### config.mk
export PLATFORM = sky130hd
export DESIGN_NAME = vec_writeback
export DESIGN_NICKNAME = d
export VERILOG_FILES = /design/src/rtl/vec_writeback.sv
export SDC_FILE = /design/constraint.sdc
export NUM_CORES = 1
export LEC_CHECK = 0
export ABC_AREA = 1
export ABC_CLOCK_PERIOD_IN_PS = 32500
export CORE_AREA = 5 5 258 260
export DETAILED_ROUTE_END_ITERATION = 8
export DIE_AREA = 0 0 263 265
export GPL_ROUTABILITY_DRIVEN = 0
export GPL_TIMING_DRIVEN = 1
export PLACE_DENSITY = 0.83
export SKIP_LAST_GASP = 1
export SLEW_MARGIN = 30
export SYNTH_ARGS = -nofsm -noshare
export SYNTH_HDL_FRONTEND = slang
export SYNTH_SLANG_ARGS = --single-unit
### constraint.sdc
create_clock -name clk -period 32.5 [get_ports clk]
set_clock_uncertainty 0.2 [all_clocks]
set_input_delay 6.5 -clock clk [delete_from_list [all_inputs] [get_ports clk]]
set_output_delay 6.5 -clock clk [all_outputs]
set_load 0.02 [all_outputs]
### src/rtl/vec_writeback.sv
// vec_writeback: scratchpad owner and write-back sequencer for the vector unit.
// Holds the working memory, exposes it flat, and commits each latched result
// one word per cycle starting at the requested destination address.
// Optional feature macro: VEC_WRITEBACK_PENDING_EN (one-deep pending request).
module vec_writeback #(
  parameter int unsigned NUM_SIZE        = 16,
  parameter int unsigned VEC_BUFFER_LEN  = 8,
  parameter int unsigned WORDS_IN_MEMORY = 32
) (
  input  logic                                  clk,
  input  logic                                  rst,
  input  logic [VEC_BUFFER_LEN*NUM_SIZE-1:0]    flat_vec_buffer,
  input  logic                                  copy_req,
  input  logic [$clog2(WORDS_IN_MEMORY)-1:0]    dest,
  input  logic [$clog2(VEC_BUFFER_LEN)-1:0]     length,
  input  logic                                  host_we,
  input  logic [$clog2(WORDS_IN_MEMORY)-1:0]    host_addr,
  input  logic [NUM_SIZE-1:0]                   host_data,
  output logic                                  host_ready,
  output logic [WORDS_IN_MEMORY*NUM_SIZE-1:0]   flat_memory,
  output logic                                  busy,
  output logic                                  done
);

  localparam int unsigned AW = $clog2(WORDS_IN_MEMORY);
  localparam int unsigned IW = $clog2(VEC_BUFFER_LEN);

  typedef enum logic [1:0] {
    S_IDLE  = 2'd0,
    S_WRITE = 2'd1,
    S_DONE  = 2'd2
  } state_t;

  // Latched transfer: result words, destination and index of the last word.
  // A length of 0 maps naturally to last index VEC_BUFFER_LEN-1 by wrap.
  typedef struct packed {
    logic [VEC_BUFFER_LEN-1:0][NUM_SIZE-1:0] data;
    logic [AW-1:0]                           dest;
    logic [IW-1:0]                           last;
  } xfer_t;

  state_t  state_q, state_d;
  logic    req_q;
  xfer_t   xfer_q, xfer_d;
  logic [IW-1:0] k_q, k_d;
  logic    busy_q, done_q, host_ready_q;
  logic [WORDS_IN_MEMORY-1:0][NUM_SIZE-1:0] mem_q;

  logic          start_c;
  xfer_t         new_c;
  logic          wr_en_c;
  logic [AW-1:0] wr_addr_c;
  logic [NUM_SIZE-1:0] wr_data_c;

`ifdef VEC_WRITEBACK_PENDING_EN
  logic  pend_vld_q, pend_vld_d;
  xfer_t pend_q, pend_d;
`endif

  // Rising edge of the level copy flag is the only thing that starts a transfer.
  assign start_c = copy_req && !req_q;

  // Snapshot candidate built straight from the vector-unit outputs.
  assign new_c = '{data: flat_vec_buffer,
                   dest: dest,
                   last: IW'(length - IW'(1))};

  assign flat_memory = mem_q;
  assign busy        = busy_q;
  assign done        = done_q;
  assign host_ready  = host_ready_q;

  // Next-state, sequencer bookkeeping and the single memory write port.
  always_comb begin
    state_d   = state_q;
    xfer_d    = xfer_q;
    k_d       = k_q;
    wr_en_c   = 1'b0;
    wr_addr_c = host_addr;
    wr_data_c = host_data;
`ifdef VEC_WRITEBACK_PENDING_EN
    pend_vld_d = pend_vld_q;
    pend_d     = pend_q;
`endif

    unique case (state_q)
      S_IDLE: begin
        // Host owns the write port only while the sequencer is idle.
        if (host_we && host_ready_q) begin
          wr_en_c = 1'b1;
        end
        if (start_c) begin
          xfer_d  = new_c;
          k_d     = '0;
          state_d = S_WRITE;
        end
      end

      S_WRITE: begin
        wr_en_c   = 1'b1;
        wr_addr_c = xfer_q.dest + AW'(k_q);
        wr_data_c = xfer_q.data[k_q];
        k_d       = IW'(k_q + IW'(1));
        if (k_q == xfer_q.last) begin
          state_d = S_DONE;
        end
`ifdef VEC_WRITEBACK_PENDING_EN
        if (start_c) begin
          pend_vld_d = 1'b1;
          pend_d     = new_c;
        end
`endif
      end

      S_DONE: begin
        state_d = S_IDLE;
`ifdef VEC_WRITEBACK_PENDING_EN
        // A request arriving now is newer than any stored one, so it wins.
        if (start_c) begin
          xfer_d     = new_c;
          k_d        = '0;
          pend_vld_d = 1'b0;
          state_d    = S_WRITE;
        end else if (pend_vld_q) begin
          xfer_d     = pend_q;
          k_d        = '0;
          pend_vld_d = 1'b0;
          state_d    = S_WRITE;
        end
`endif
      end

      default: begin
        state_d = S_IDLE;
      end
    endcase
  end

  // State, snapshot and registered status outputs.
  always_ff @(posedge clk or posedge rst) begin
    if (rst) begin
      state_q      <= S_IDLE;
      req_q        <= 1'b0;
      xfer_q       <= '0;
      k_q          <= '0;
      busy_q       <= 1'b0;
      done_q       <= 1'b0;
      host_ready_q <= 1'b1;
    end else begin
      state_q      <= state_d;
      req_q        <= copy_req;
      xfer_q       <= xfer_d;
      k_q          <= k_d;
      busy_q       <= (state_d != S_IDLE);
      done_q       <= (state_d == S_DONE);
      host_ready_q <= (state_d == S_IDLE);
    end
  end

`ifdef VEC_WRITEBACK_PENDING_EN
  // One-deep pending request storage.
  always_ff @(posedge clk or posedge rst) begin
    if (rst) begin
      pend_vld_q <= 1'b0;
      pend_q     <= '0;
    end else begin
      pend_vld_q <= pend_vld_d;
      pend_q     <= pend_d;
    end
  end
`endif

  // Working memory; writes are visible on flat_memory right after the edge.
  always_ff @(posedge clk or posedge rst) begin
    if (rst) begin
      mem_q <= '0;
    end else if (wr_en_c) begin
      mem_q[wr_addr_c] <= wr_data_c;
    end
  end

endmodule

Word-level counts from Yosys, hierarchy flattened
Index checks and enable logic that the tools add are counted.
{ "op_classes": {"add_sub_neg": 3, "n_lt_le_gt_ge": 3, "n_eq_ne": 4, "n_mux": 14, "reduce_logical": 10} }
{ "op_table": {"columns": ["cell", "count"], "rows": [
  ["$bwmux 512", 1],
  ["$demux 16 s5", 1],
  ["$bmux 16 s3", 1],
  ["$mux 16", 3],
  ["$lt 5x6->1 const B", 1],
  ["$pmux 3 s2", 1],
  ["$add 5x3->5", 1],
  ["$ge 5x1->1 const B", 1],
  ["$mux 5", 1],
  ["$logic_not 2->1", 2],
  ["$lt 3x4->1 const B", 1],
  ["$mux 2", 2],
  ["$pmux 2 s2", 1],
  ["$reduce_and 2->1", 2],
  ["$reduce_bool 2->1", 2],
  ["$add 3x1->3 const B", 1],
  ["$eq 3x3->1", 1],
  ["$logic_and 1x1->1", 3],
  ["$mux 3", 1],
  ["$sub 3x1->3 const B", 1],
  ["$eq 2x1->1 const B", 1],
  ["$eq 2x2->1 const B", 1],
  ["$ne 2x2->1 const B", 1],
  ["$pmux 1 s2", 1],
  ["2 further kinds", 2]
]} }
{ "word_totals": {"regBits": 657, "input_bits": 161} }

Depth between registers and ports, before layout
{ "depth": {"depth_word": 7, "ltp_mapped": 12, "mapped_depth_nobuf": 11} }

Worst setup path before layout
OpenSTA, ideal clock, no wires.
{ "synth_timing": {"path_type": "input to register", "startpoint": "input port host_we", "endpoint": "register mem_q (netlist bit flat_memory[384])", "setup_time_ns": 0.118, "arrival_ns": 7.630, "setup_slack_ns": 24.552, "cell_stages": 8, "n_path_buf": 1, "cell_sequence": "nand3_1 > nand2_1 > nand3_2 > nor2_8 > nand4_2 > clkbuf_1 > nand2_1 > nand2_1"} }
{ "synth_between": {"elab_chain_len": 3} }
{ "synth_rtl": {"columns": ["item", "line", "source"], "rows": [
  ["start, declared", "16", "input logic host_we,"],
  ["$logic_and 1x1->1", "89", "if (host_we && host_ready_q) begin"],
  ["$mux 1", "89", null],
  ["$pmux 1 s2", "86", "unique case (state_q)"],
  ["end signal, assigned by index", "178", "mem_q[wr_addr_c] <= wr_data_c;"],
  ["end, declared", "47", "logic [WORDS_IN_MEMORY-1:0][NUM_SIZE-1:0] mem_q;"]
]} }
Every way passes these cells.
A chain may end at the register's enable or synchronous reset.

Final worst setup path
{ "layout_timing": {"startpoint": "input port host_addr[2]", "endpoint": "register mem_q (netlist bit flat_memory[34])"} }
{ "layout_between": {"elab_chain_len": 6} }
{ "layout_rtl": {"columns": ["item", "line", "source"], "rows": [
  ["start, declared", "17", "input logic [$clog2(WORDS_IN_MEMORY)-1:0] host_addr,"],
  ["$mux 5 (*)", "86", null],
  ["$lt 5x6->1 (not written as such) or $ge 5x1->1 (tied branches)", "178", null],
  ["$logic_and 1x1->1 (not written as such)", "178", null],
  ["$mux 16 (not written as such)", "178", null],
  ["$demux 16 s5 (*)", "178", null],
  ["$bwmux 512 (*)", "178", null]
]} }
Every way passes the cells marked *; elsewhere a longest branch is shown, timed or not.

==> impl_metrics.csv <==
group,metric,value,unit
detailed_routing,wl,108,mm
worst_setup_path,cpPeakStageDelay,0.87,ns
synth,synth_mux_area_share,0,%
place,hpwl,68.8,mm
detailed_routing,num_vias,26200,
detailed_routing,viasPerCell,5.60,
floorplanning,die_h,265,um
synth,synth_cell_types,34,
worst_setup_path,path_depth,8,
floorplanning,core_region_area,63900,um^2
timing,tightest_slew,0.967,ns
timing,max_slew_margin,35.3,%
clocking,cts_buffers,68,
synth,synth_compound_area_share,2.28,%
clocking,post_cts_buffers,0,
worst_setup_path,critPathKind,"input port to flop",
worst_setup_path,cpMostUsedCell,"buf_4",
clocking,clk_latency,0.61,ns
synth,yosys.area_share.xor_xnor,0.156,%
timing,timing.hold.ws,0.264,ns
worst_setup_path,crit_fanout,64,
synth,synth_fa_ha_area_share,0.294,%
place,placedInstanceArea,35100,um^2
floorplanning,num_rows,93,
timing,period_share,29.5,%
layout,drive_gt1_share,6.09,%
worst_setup_path,crit_required,32.84,ns
layout,layout_common_cells,"nand2_1, clkdlybuf4s50_1, dfrtp_1, nand3_1, o21ai_0",
detailed_routing,avgRoutedWirePerCell,23.2,um
timing,period_minus_slack,9.58,ns
global_routing,grt_pass1_wl,161,mm
timing,slew_viol_final,0,
layout,syn_to_final_growth,33.6,%
floorplanning,ioPinCount,676,
clocking,cts.repair.resized,0,
clocking,cts_root_buf,"clkbuf_16",
worst_setup_path,reg2reg_from,"k_q[0]",
timing,fmaxAchievable,0.104,GHz
place,portBuffers,675,
clocking,htreeDepth,3,
clocking,hold_buffers,0,
global_routing,grt_pass1_vias,25800,
floorplanning,die_width,263,um
global_routing,grt-ovfl-total,0,
layout,nNetsFinal,3925,
min_path,hold_end,"xfer_q[71]",
worst_setup_path,r2r_cells,12,
floorplanning,start_util,43.9,%
detailed_routing,dr.pass1.iters,7,
synth,synthCells,3216,
pwr,power_density,124,nW/um^2
synth,synth_warnings,0,
run,maxCapViolCount,0,
worst_setup_path,critPathTopFamily,"buffers and inverters",
detailed_routing,drc_errors,0,
pwr,vdd_drop_max,0.0000890,V
timing,setup_viol,0,
layout,final_common_cell,"nand2_1",
global_routing,grt_usage,29.8,%
floorplanning,die_area,69700,um^2
pwr,p_leak,18.6,nW
synth,synth-simple-area-share,33.5,%
worst_setup_path,reg2reg_to,"flat_memory[34]",
min_path,worstHoldStart,"xfer_q[71]",
timing,rsz0062_at_grt,"false",
timing,hold_viol_final,0,
pwr,p_total,4.63,mW
layout,stdcell_area,37500,um^2
synth,synth_area,28100,um^2
status,outcome,"complete, no violations",
min_path,hold_class,"flop to flop",
synth,synth.avg_cell_area,8.73,um^2
synth,synth_fp_nets,3383,
detailed_routing,drt_iter0_markers,3583,
clocking,cts.clk_slew.worst_paths,0.06,ns
min_path,worstHoldPathCells,2,
global_routing,antenna_found_initial,13,
worst_setup_path,critPathLaunchType,"input port",
clocking,clockBufferDepth,3,
detailed_routing,postRouteAntennaNets,0,
clocking,cts_num_sinks,657,
worst_setup_path,reg2reg_slack,27.49,ns
synth,ys_seq_area_share,58.6,%
worst_setup_path,crit_path_top_delay_cell,"clkinv_2",
worst_setup_path,cp.arrival,9.92,ns
worst_setup_path,cp_cell_sequence,"clkdlybuf4s50_1 > o21ai_4 > buf_4 > clkinv_2 > nor2_4 > buf_4 > nand3_1 > nand2_1",
timing,tns,0,ns
worst_setup_path,critPathBufInv,4,
worst_setup_path,endpoint_kind,"flop",
clocking,cts_tree,"yes",
global_routing,grt_max_degree,174,
synth,synth_top_family_by_area,"simple AND/OR/NAND/NOR gates",
synth,ys_ff_latch,657,
[area by class of cell]
type / instances / area, um^2
Tap cell: 855 / 1070
Multi-Input combinational cell: 2259 / 10200
Sequential cell: 657 / 16400
Timing Repair Buffer: 721 / 7230
Inverter: 51 / 203
Antenna cell: 10 / 25.0
Clock inverter: 16 / 213
Fill cell: 5289 / 26400
Clock buffer: 103 / 2070
[per-layer routing]
layer  part of all wire (%)  track usage [%]
met1                     36             37.6
met3                     10             6.96
met5                  0.031                0
met4                    7.3             19.5
met2                     46             46.4
[where the power goes]
| part | switching (mW) | total (mW) | internal [mW] |
|---|---|---|---|
| combinational | 1.65 | 2.42 | 0.774 |
| sequential | 0.229 | 1.40 | 1.17 |
| clock | 0.333 | 0.805 | 0.472 |
| total | 2.21 | 4.63 | 2.42 |
[cells in the mapped netlist, drive strengths merged]
library cell  number  area (um^2)
nand2           1442         5460
dfrtp            656        16400
nand3            580         2930
buf              167          941
clkbuf            82          308
nor2              81          424
o21ai             75          387
inv               49          186
nand4             32          584
o211ai            31          233
ha                 5         62.6
xnor2              5         43.8
a21oi              3         15.0
clkinv             2         7.51
or2                2         12.5
and3               1         6.26
dfstp              1         26.3
fa                 1         20.0
o22ai              1         6.26
[through the flow]
step                cells  utilization, %  worst slack (ns)
floorplan            3216               -              7.39
global placement     4538            54.8             21.87
detailed placement   4541            55.0             22.13
CTS                  4660            58.5             22.80
global route         4672            58.7             22.60
finish               4672            58.7             22.92
[worst max-delay path by stage]
stage                             from                to  slack, ns
after floorplan                    rst              busy       7.39
after global placement             rst  flat_memory[170]      21.87
after detailed placement           rst  flat_memory[127]      22.13
after CTS                          rst  flat_memory[127]      22.80
after global routing               rst  flat_memory[127]      22.60
final                     host_addr[2]   flat_memory[34]      22.92
[worst min-delay path, stage by stage (launching register included)]
cell and delay, ns:
dfrtp_1 0.33, nand2_1 0.05, nand2_1 0.05
[registers in the layout, indices dropped and copies added, names as in the netlist]
| name | count |
|---|---|
| host_ready | 1 |
| done | 1 |
| flat_memory | 512 |
| k_q | 3 |
| busy | 1 |
| xfer_q | 136 |
| state_q | 2 |
| req_q | 1 |
[cells by family (layout without fill, tap and decap cells)]
| logic type | count (synthesis) | after routing |
|---|---|---|
| AOI/OAI and AO/OA | 110 | 110 |
| adders and majority gates | 6 | 6 |
| DFF | 657 | 657 |
| xor gates and xnor gates | 5 | 5 |
| other | 0 | 10 |
| buffers and inverters | 300 | 891 |
| and+or+nand+nor | 2138 | 2138 |
No activity file was read; power rests on OpenSTA's default activity.
